--- src/rtl/microwave_pkg.sv ---
// Shared types and widths for the microwave controller slice.
//   state_t    : 2-bit FSM encoding (IDLE=0, COOK=1, PAUSE=2, DONE=3)
//   KEY_W      : one-hot keypad width
//   BCD_W      : digit width
//   key_to_bcd : one-hot to BCD priority encoder, highest set index wins
package microwave_pkg;

  localparam int unsigned KEY_W   = 10;
  localparam int unsigned BCD_W   = 4;
  localparam int unsigned STATE_W = 2;

  typedef enum logic [STATE_W-1:0] {
    S_IDLE  = 2'd0,
    S_COOK  = 2'd1,
    S_PAUSE = 2'd2,
    S_DONE  = 2'd3
  } state_t;

  // Later (higher) indices overwrite earlier ones, so the highest key wins.
  function automatic logic [BCD_W-1:0] key_to_bcd(input logic [KEY_W-1:0] key);
    logic [BCD_W-1:0] bcd;
    bcd = '0;
    for (int i = 0; i < int'(KEY_W); i++) begin
      if (key[i]) bcd = BCD_W'(i);
    end
    return bcd;
  endfunction

endpackage

--- src/rtl/keypad_capture.sv ---
// Keypad front end: registers the raw one-hot keypad, detects the transition
// from "no key" to "some key" and emits one valid strobe with the BCD digit.
// A held key (or chord) produces one capture; all keys must be released
// before the next capture.
// Ports:
//   clock, resetn : clock and asynchronous active-low reset
//   keypad        : raw one-hot keys, bit i = digit i
//   valid         : registered one-cycle capture strobe
//   digit         : registered BCD digit of the last capture
module keypad_capture
  import microwave_pkg::*;
(
  input  logic             clock,
  input  logic             resetn,
  input  logic [KEY_W-1:0] keypad,
  output logic             valid,
  output logic [BCD_W-1:0] digit
);

  logic [KEY_W-1:0] key_q;
  logic             key_seen;
  logic             capture_c;

  // Fire only on the first cycle the registered keypad becomes nonzero.
  assign capture_c = (|key_q) && !key_seen;

  always_ff @(posedge clock or negedge resetn) begin
    if (!resetn) begin
      key_q    <= '0;
      key_seen <= 1'b0;
      valid    <= 1'b0;
      digit    <= '0;
    end else begin
      key_q    <= keypad;
      key_seen <= |key_q;
      valid    <= capture_c;
      if (capture_c) digit <= key_to_bcd(key_q);
    end
  end

endmodule

--- src/rtl/cook_controller.sv ---
// Microwave cook controller: sequences the BCD timer datapath from the panel
// inputs (digit loads, timer clear, 1 s decrement strobe, magnetron enable).
// Optional done beep is built only when CTRL_BEEP_EN is defined; otherwise
// beep is tied low and no beep counter exists.
// Ports:
//   clock, resetn : 100 Hz clock, asynchronous active-low reset
//   keypad        : one-hot digit keys
//   startn        : start button (active low, falling edge acts)
//   stopn, clearn : stop / clear buttons (active low, level)
//   door_closed   : 1 = door closed
//   timer_zero    : datapath timer reads 0:00
//   load_digit    : strobe, shift digit into timer
//   digit         : BCD value accompanying load_digit
//   clear_timer   : strobe, zero the timer
//   count_en      : strobe, decrement timer by one second
//   mag_on        : magnetron enable, high exactly while in COOK
//   state         : current FSM state (debug)
//   beep          : done indication
module cook_controller
  import microwave_pkg::*;
#(
  parameter int unsigned TICK_DIV = 100,
  parameter int unsigned BEEP_LEN = 300
) (
  input  logic               clock,
  input  logic               resetn,
  input  logic [KEY_W-1:0]   keypad,
  input  logic               startn,
  input  logic               stopn,
  input  logic               clearn,
  input  logic               door_closed,
  input  logic               timer_zero,
  output logic               load_digit,
  output logic [BCD_W-1:0]   digit,
  output logic               clear_timer,
  output logic               count_en,
  output logic               mag_on,
  output logic [STATE_W-1:0] state,
  output logic               beep
);

  localparam int unsigned PRE_W = (TICK_DIV > 1) ? $clog2(TICK_DIV) : 1;
  localparam logic [PRE_W-1:0] PRE_LAST = PRE_W'(TICK_DIV - 1);

  state_t           state_q, state_n;
  logic [PRE_W-1:0] presc_q, presc_n;
  logic             load_n, clear_n, count_n;

  logic             cap_valid;
  logic [BCD_W-1:0] cap_digit;

  logic             start_q, start_d;
  logic             start_edge;

  keypad_capture u_keypad_capture (
    .clock  (clock),
    .resetn (resetn),
    .keypad (keypad),
    .valid  (cap_valid),
    .digit  (cap_digit)
  );

  // Start button press history; an event is the first pressed cycle only.
  always_ff @(posedge clock or negedge resetn) begin
    if (!resetn) begin
      start_q <= 1'b0;
      start_d <= 1'b0;
    end else begin
      start_q <= ~startn;
      start_d <= start_q;
    end
  end

  assign start_edge = start_q && !start_d;

  // State, prescaler and registered strobes.
  always_ff @(posedge clock or negedge resetn) begin
    if (!resetn) begin
      state_q     <= S_IDLE;
      presc_q     <= '0;
      load_digit  <= 1'b0;
      digit       <= '0;
      clear_timer <= 1'b0;
      count_en    <= 1'b0;
      mag_on      <= 1'b0;
    end else begin
      state_q     <= state_n;
      presc_q     <= presc_n;
      load_digit  <= load_n;
      if (load_n) digit <= cap_digit;
      clear_timer <= clear_n;
      count_en    <= count_n;
      mag_on      <= (state_n == S_COOK);
    end
  end

  // Next state and strobes. Prescaler defaults to 0 so every COOK entry
  // restarts the partial second and it holds 0 outside COOK.
  always_comb begin
    state_n = state_q;
    presc_n = '0;
    load_n  = 1'b0;
    clear_n = 1'b0;
    count_n = 1'b0;
    case (state_q)
      S_IDLE: begin
        if (!clearn) begin
          clear_n = 1'b1;
        end else begin
          if (cap_valid) load_n = 1'b1;
          if (start_edge && door_closed && !timer_zero) state_n = S_COOK;
        end
      end
      S_COOK: begin
        if (!clearn) begin
          state_n = S_IDLE;
          clear_n = 1'b1;
        end else if (!door_closed || !stopn) begin
          state_n = S_PAUSE;
        end else if (timer_zero) begin
          state_n = S_DONE;
        end else if (presc_q == PRE_LAST) begin
          count_n = 1'b1;
        end else begin
          presc_n = presc_q + PRE_W'(1);
        end
      end
      S_PAUSE: begin
        if (!clearn) begin
          state_n = S_IDLE;
          clear_n = 1'b1;
        end else if (start_edge && door_closed && stopn) begin
          state_n = S_COOK;
        end
      end
      S_DONE: begin
        // Timer is already zero here, so leaving never needs clear_timer.
        if (!clearn || !door_closed) begin
          state_n = S_IDLE;
        end else if (cap_valid) begin
          state_n = S_IDLE;
          load_n  = 1'b1;
        end
      end
      default: state_n = S_IDLE;
    endcase
  end

  assign state = state_q;

`ifdef CTRL_BEEP_EN
  localparam int unsigned BEEP_W = $clog2(BEEP_LEN + 1);

  logic [BEEP_W-1:0] beep_cnt;

  // Load on DONE entry, then beep while the count drains; leaving DONE cuts it.
  always_ff @(posedge clock or negedge resetn) begin
    if (!resetn) begin
      beep_cnt <= '0;
      beep     <= 1'b0;
    end else if (state_n != S_DONE) begin
      beep_cnt <= '0;
      beep     <= 1'b0;
    end else if (state_q != S_DONE) begin
      beep_cnt <= BEEP_W'(BEEP_LEN);
      beep     <= 1'b0;
    end else if (beep_cnt != '0) begin
      beep_cnt <= beep_cnt - BEEP_W'(1);
      beep     <= 1'b1;
    end else begin
      beep     <= 1'b0;
    end
  end
`else
  logic unused_beep_len;
  assign unused_beep_len = ^32'(BEEP_LEN);
  assign beep = 1'b0;
`endif

endmodule

--- config.mk ---
export PLATFORM = sky130hd
export DESIGN_NAME = cook_controller
export DESIGN_NICKNAME = d
export VERILOG_FILES = /design/src/rtl/microwave_pkg.sv /design/src/rtl/keypad_capture.sv /design/src/rtl/cook_controller.sv
export SDC_FILE = /design/constraint.sdc
export NUM_CORES = 1
export LEC_CHECK = 0
export CORE_ASPECT_RATIO = 0.6
export CORE_UTILIZATION = 48
export CTS_BUF_LIST = sky130_fd_sc_hd__clkbuf_8
export CTS_CLUSTER_SIZE = 20
export DETAILED_ROUTE_END_ITERATION = 6
export PLACE_DENSITY = 0.83
export SKIP_CTS_REPAIR_TIMING = 1
export SYNTH_ARGS = -nofsm -noshare
export SYNTH_HDL_FRONTEND = slang
export SYNTH_SLANG_ARGS = --single-unit
export TNS_END_PERCENT = 20
--- constraint.sdc ---
create_clock -name clock -period 1.5 [get_ports clock]
set_input_delay 0.15 -clock clock [delete_from_list [all_inputs] [get_ports clock]]
set_output_delay 0.15 -clock clock [all_outputs]
set_load 0.05 [all_outputs]
# After elaboration in Yosys (flattened, before gate mapping)
# Index checks and enable logic that the tools add are counted.
# op_classes
addsub	1
eq_ne	5
muxes	35
n_bitwise	1
reduce_logical	16
# ops
op	n
2-to-1 mux 7 bit	5
2-to-1 mux 2 bit	11
2-to-1 mux 3 bit	4
2-to-1 mux 1 bit	11
OR reduction 10 bit	1
2-to-1 mux 4 bit	2
case mux 2 bit (4 select lines)	1
adder 7 x 1 -> 7 bit (second input constant)	1
== test 7 bit (second input constant)	1
logical NOT 1 bit	6
logical AND 1 bit	5
== test 2 x 1 -> 1 bit (second input constant)	2
== test 2 bit (second input constant)	2
OR reduction 3 bit	1
logical NOT 2 bit	1
logical OR 1 bit	2
case mux 1 bit (2 select lines)	1
NOT 1 bit	1
# totals
reg_bits	35
in_bits	17
output_inout_bits	11
elab_cells	71

# Depth between registers and ports, before layout
# logic_depth
depth_word	9
ltp_mapped	6
depth_no_buf	6

# Cells and area by module
# Synthesis repeated with hierarchy kept, for this count alone.
# unflattened
hier_cells	124
hier_area_um2	1463.9
# modules_own_cells
module	instances	cells_each	area_per_inst_um2	seq_area_each_um2
cook_controller	1	85	924.6	475.5
keypad_capture	1	39	539.3	400.4

# Least setup slack after synthesis
# OpenSTA, ideal clock, no wires.
# synth_path
kind	reg-to-reg
start	register state_q[0] (netlist: state[0])
end	register digit[0]
setup_ns	0.125
arrival_ns	1.815
required_ns	1.375
slack_ns	-0.440
stages_incl_launch_ff	5
path_buffers	0
synth_period_minus_slack_ns	1.940
path_cell_list	dfrtp_1 > inv_1 > ha_1 > nor3_4 > mux2_2
# synth_between
elab_chain_len	2
# synth_rtl
item	line_no	text
start: declaration	cook_controller.sv:45	state_t state_q, state_n;
start signal: assignment	cook_controller.sv:87	state_q <= state_n;
== test 2 bit / logical NOT 2 bit (equally long branches)	cook_controller.sv:105	case (state_q)
case mux 1 bit (2 select lines) (*)	cook_controller.sv:105	
named net load_n	cook_controller.sv:47	logic load_n, clear_n, count_n;
end signal: assignment	cook_controller.sv:90	if (load_n) digit <= cap_digit;
end: declaration	cook_controller.sv:34	output logic [BCD_W-1:0] digit,
# Mark *: on every way through the listed nets, which the timed path passes. The rest lies on a longest branch.
# A chain may end at the register's enable or synchronous reset.

# Final worst setup path
# layout_path
start	register state_q[0] (netlist: state[0])
end	register state_q[0] (netlist: state[0])
# layout_between
elab_chain_len	4
# layout_rtl
item	line_no	text
2-to-1 mux 2 bit	cook_controller.sv:120	end else if (timer_zero) begin
2-to-1 mux 2 bit	cook_controller.sv:118	end else if (!door_closed || !stopn) begin
2-to-1 mux 2 bit	cook_controller.sv:115	if (!clearn) begin
case mux 2 bit (4 select lines) (*)	cook_controller.sv:105	
named net state_n[0]	cook_controller.sv:45	
# Marks and branches as above.

==> impl_metrics.yaml <==
global_route:
  antenna_found_initial: 0
  grt_pass1_wl_um: 4600
  grtUsageTotal_pct: 20.2
  grt_overflow_total: 0
  grt_pass1_vias: 1045
  grt_max_degree: 36
pwr:
  power.internal_mw: 1.79
  seqPwrFrac_pct: 41.5
  combinationalPowerShare_pct: 33.3
  swShare_pct: 33.4
  power_leakage_nw: 0.876
  clockPowerShare_pct: 25.2
  peakVddDrop_v: 0.000761
  fin_total_pwr_mw: 2.68
  power_density_nw_per_um2: 1370
  power.switching_uw: 896
clock_network:
  h-tree-depth: 2
  clk_pin_slew_worst_paths_ns: 0.07
  clockRootBuffer: "clkbuf_8"
  cts_tree: "done"
  clock_sinks: 35
  clockBufferDepth: 2
  cts_buffers: 5
  clock_latency_ns: 0.29
logic_synthesis:
  synthArstFlopShare_pct: 100
  yosysWarnings: 0
  ys_ff_latch: 35
  syn_nets: 144
  synth.distinct_cells: 37
  ys.flop_type: "dfrtp_1"
  synth_area_um2: 1460
  syn_area_per_cell_um2: 12.0
  netlist_instances: 121
  ys_seq_area_share_pct: 60.2
  synth_enable_flop_cells: 0
floorplan:
  die-width_um: 73.1
  die_h_um: 44.7
  pin_count: 28
  initial_core_util_pct: 50.7
  die_area_um2: 3260
  core-area_um2: 2870
  num_rows: 15
final_layout:
  area_growth_pct: 34.7
  layout.cells.most_common: "dfrtp_1"
  final_cell_area_um2: 1960
  layout.nets: 183
  final_cell_mix: "dfrtp_1, clkdlybuf4s50_1, buf_4"
  finalNonFillerCells: 203
  drive_above_1_share_pct: 25.5
  antenna_cells: 0
worst_setup_path:
  r2r-end: "state[0]"
  start_kind: "register"
  critPathMaxFanout: 4
  required_ns: 1.66
  regToRegSetupSlack_ns: -0.05
  reg2reg_depth: 5
  r2r_start: "state[0]"
  cp_data_arrival_time_ns: 1.71
  path_class: "register to register"
  critPathCaptureType: "register"
timing:
  setup_violations: 6
  finalCritPeriodShare_pct: 103
  setup_ws_ns: -0.0461
  hold_viol: 0
  fmax_ghz: 0.647
  worst_clock_skew_ns: 0.0113
  finalCriticalPeriod_ns: 1.55
  slew_viol_final: 0
  grt_setup_unrepaired: "true"
placement:
  dpl.hpwl_um: 2120
  dp_slack_ns: -0.0845
  place.gp.congestion: 0.980
  place_area_um2: 1860
  dpl.cell_count: 195
  portBuffers: 26
outcome:
  status: "finished with violations"
  violations: "negative setup slack"
routing:
  via_per_inst: 5.04
  drtAntennaViolNets: 0
  drt_iter0_markers: 66
  wire_per_inst_um: 13.7
  drc: 0
  drt-total-wl_um: 2780
  vias: 1024
  firstDrtPassIters: 4
hold_path:
  hold_class: "input pin to async pin"
flow_run:
  maxCapViolations: 0
power by group through the flow:
stage	logic (mW)	clock network [mW]	registers, mW
final	0.893	0.675	1.11
after global placement	0.871	0	1.13
after floorplan	0.339	0	1.30
after CTS	0.888	0.702	1.12
after global routing	0.947	0.749	1.12
after detailed placement	0.885	0	1.13
cells in the mapped netlist, types with 2 or more instances:
library cell | number | share of area [%]
a21oi_1 | 4 | 1.4
dfrtp_1 | 35 | 60
ha_1 | 6 | 5.2
inv_1 | 6 | 1.5
mux2_2 | 4 | 3.1
nand2_1 | 10 | 2.6
nand3_1 | 5 | 1.7
nor2_1 | 13 | 3.4
nor3_1 | 3 | 1.0
o21ai_0 | 4 | 1.4
o31ai_1 | 2 | 1.0
xnor2_1 | 3 | 1.8
xor2_1 | 2 | 1.2
per-stage QoR:
stage / TNS, ns / utilization (%) / hold slack [ns]
after CTS: -0.317 / 68.0 / 0.237
after global routing: -0.619 / 68.2 / 0.250
after floorplan: -0.345 / - / -0.146
after global placement: -0.201 / 64.8 / 0.388
final: -0.244 / 68.2 / 0.239
after detailed placement: -0.492 / 64.8 / 0.400
worst max-delay path: stages (launching register included):
cell and delay, ns:
dfrtp_4 0.52, ha_4 0.18, and3b_1 0.16, or2_1 0.22
a311oi_2 0.24, a21oi_1 0.09
routing by layer:
metal	track usage (%)	part of all wire (%)	up-vias	routed length (um)
met1	26.4	49	485	1350
met4	4.71	0	0	0
met5	0	0	-	0
met3	9.57	5.5	0	154
met2	30.7	46	41	1270
li1	-	-	498	-
kinds of logic (layout without fill, tap and decap cells):
group	count (synthesis)	in the layout	synth area share, %
xor+xnor	5	5	3.01
simple gates	43	43	16.3
mux	4	4	3.10
buf+inv	8	48	2.41
fa+ha+maj	6	6	5.16
other cells	1	1	0.258
compound gates	19	19	9.54
flops	35	35	60.2
registers in the layout (all words and copies together), names as in the netlist:
signal / count
clear_timer: 1
count_en: 1
digit: 4
load_digit: 1
mag_on: 1
presc_q: 7
start_d: 1
start_q: 1
state: 2
u_keypad_capture.digit: 4
u_keypad_capture.key_q: 10
u_keypad_capture.key_seen: 1
u_keypad_capture.valid: 1
worst max-delay path by stage:
stage | slack, ns | cells past startpoint | startpoint | to
floorplan | -0.06 | 5 | state[0] | digit[0]
global placement | -0.04 | 6 | door_closed | presc_q[4]
detailed placement | -0.08 | 6 | door_closed | presc_q[3]
CTS | -0.05 | 5 | state[0] | digit[1]
global route | -0.10 | 5 | state[0] | state[0]
finish | -0.05 | 5 | state[0] | state[0]
layout make-up:
type | instances | area (um2)
tap | 42 | 52.6
clock buffer | 6 | 82.6
inverter | 6 | 25.0
sequential | 35 | 881
clock inverter | 2 | 8.76
timing repair buffer | 34 | 333
multi-input combinational | 78 | 577
fill | 230 | 912
(Power assumes the default switching activity.)
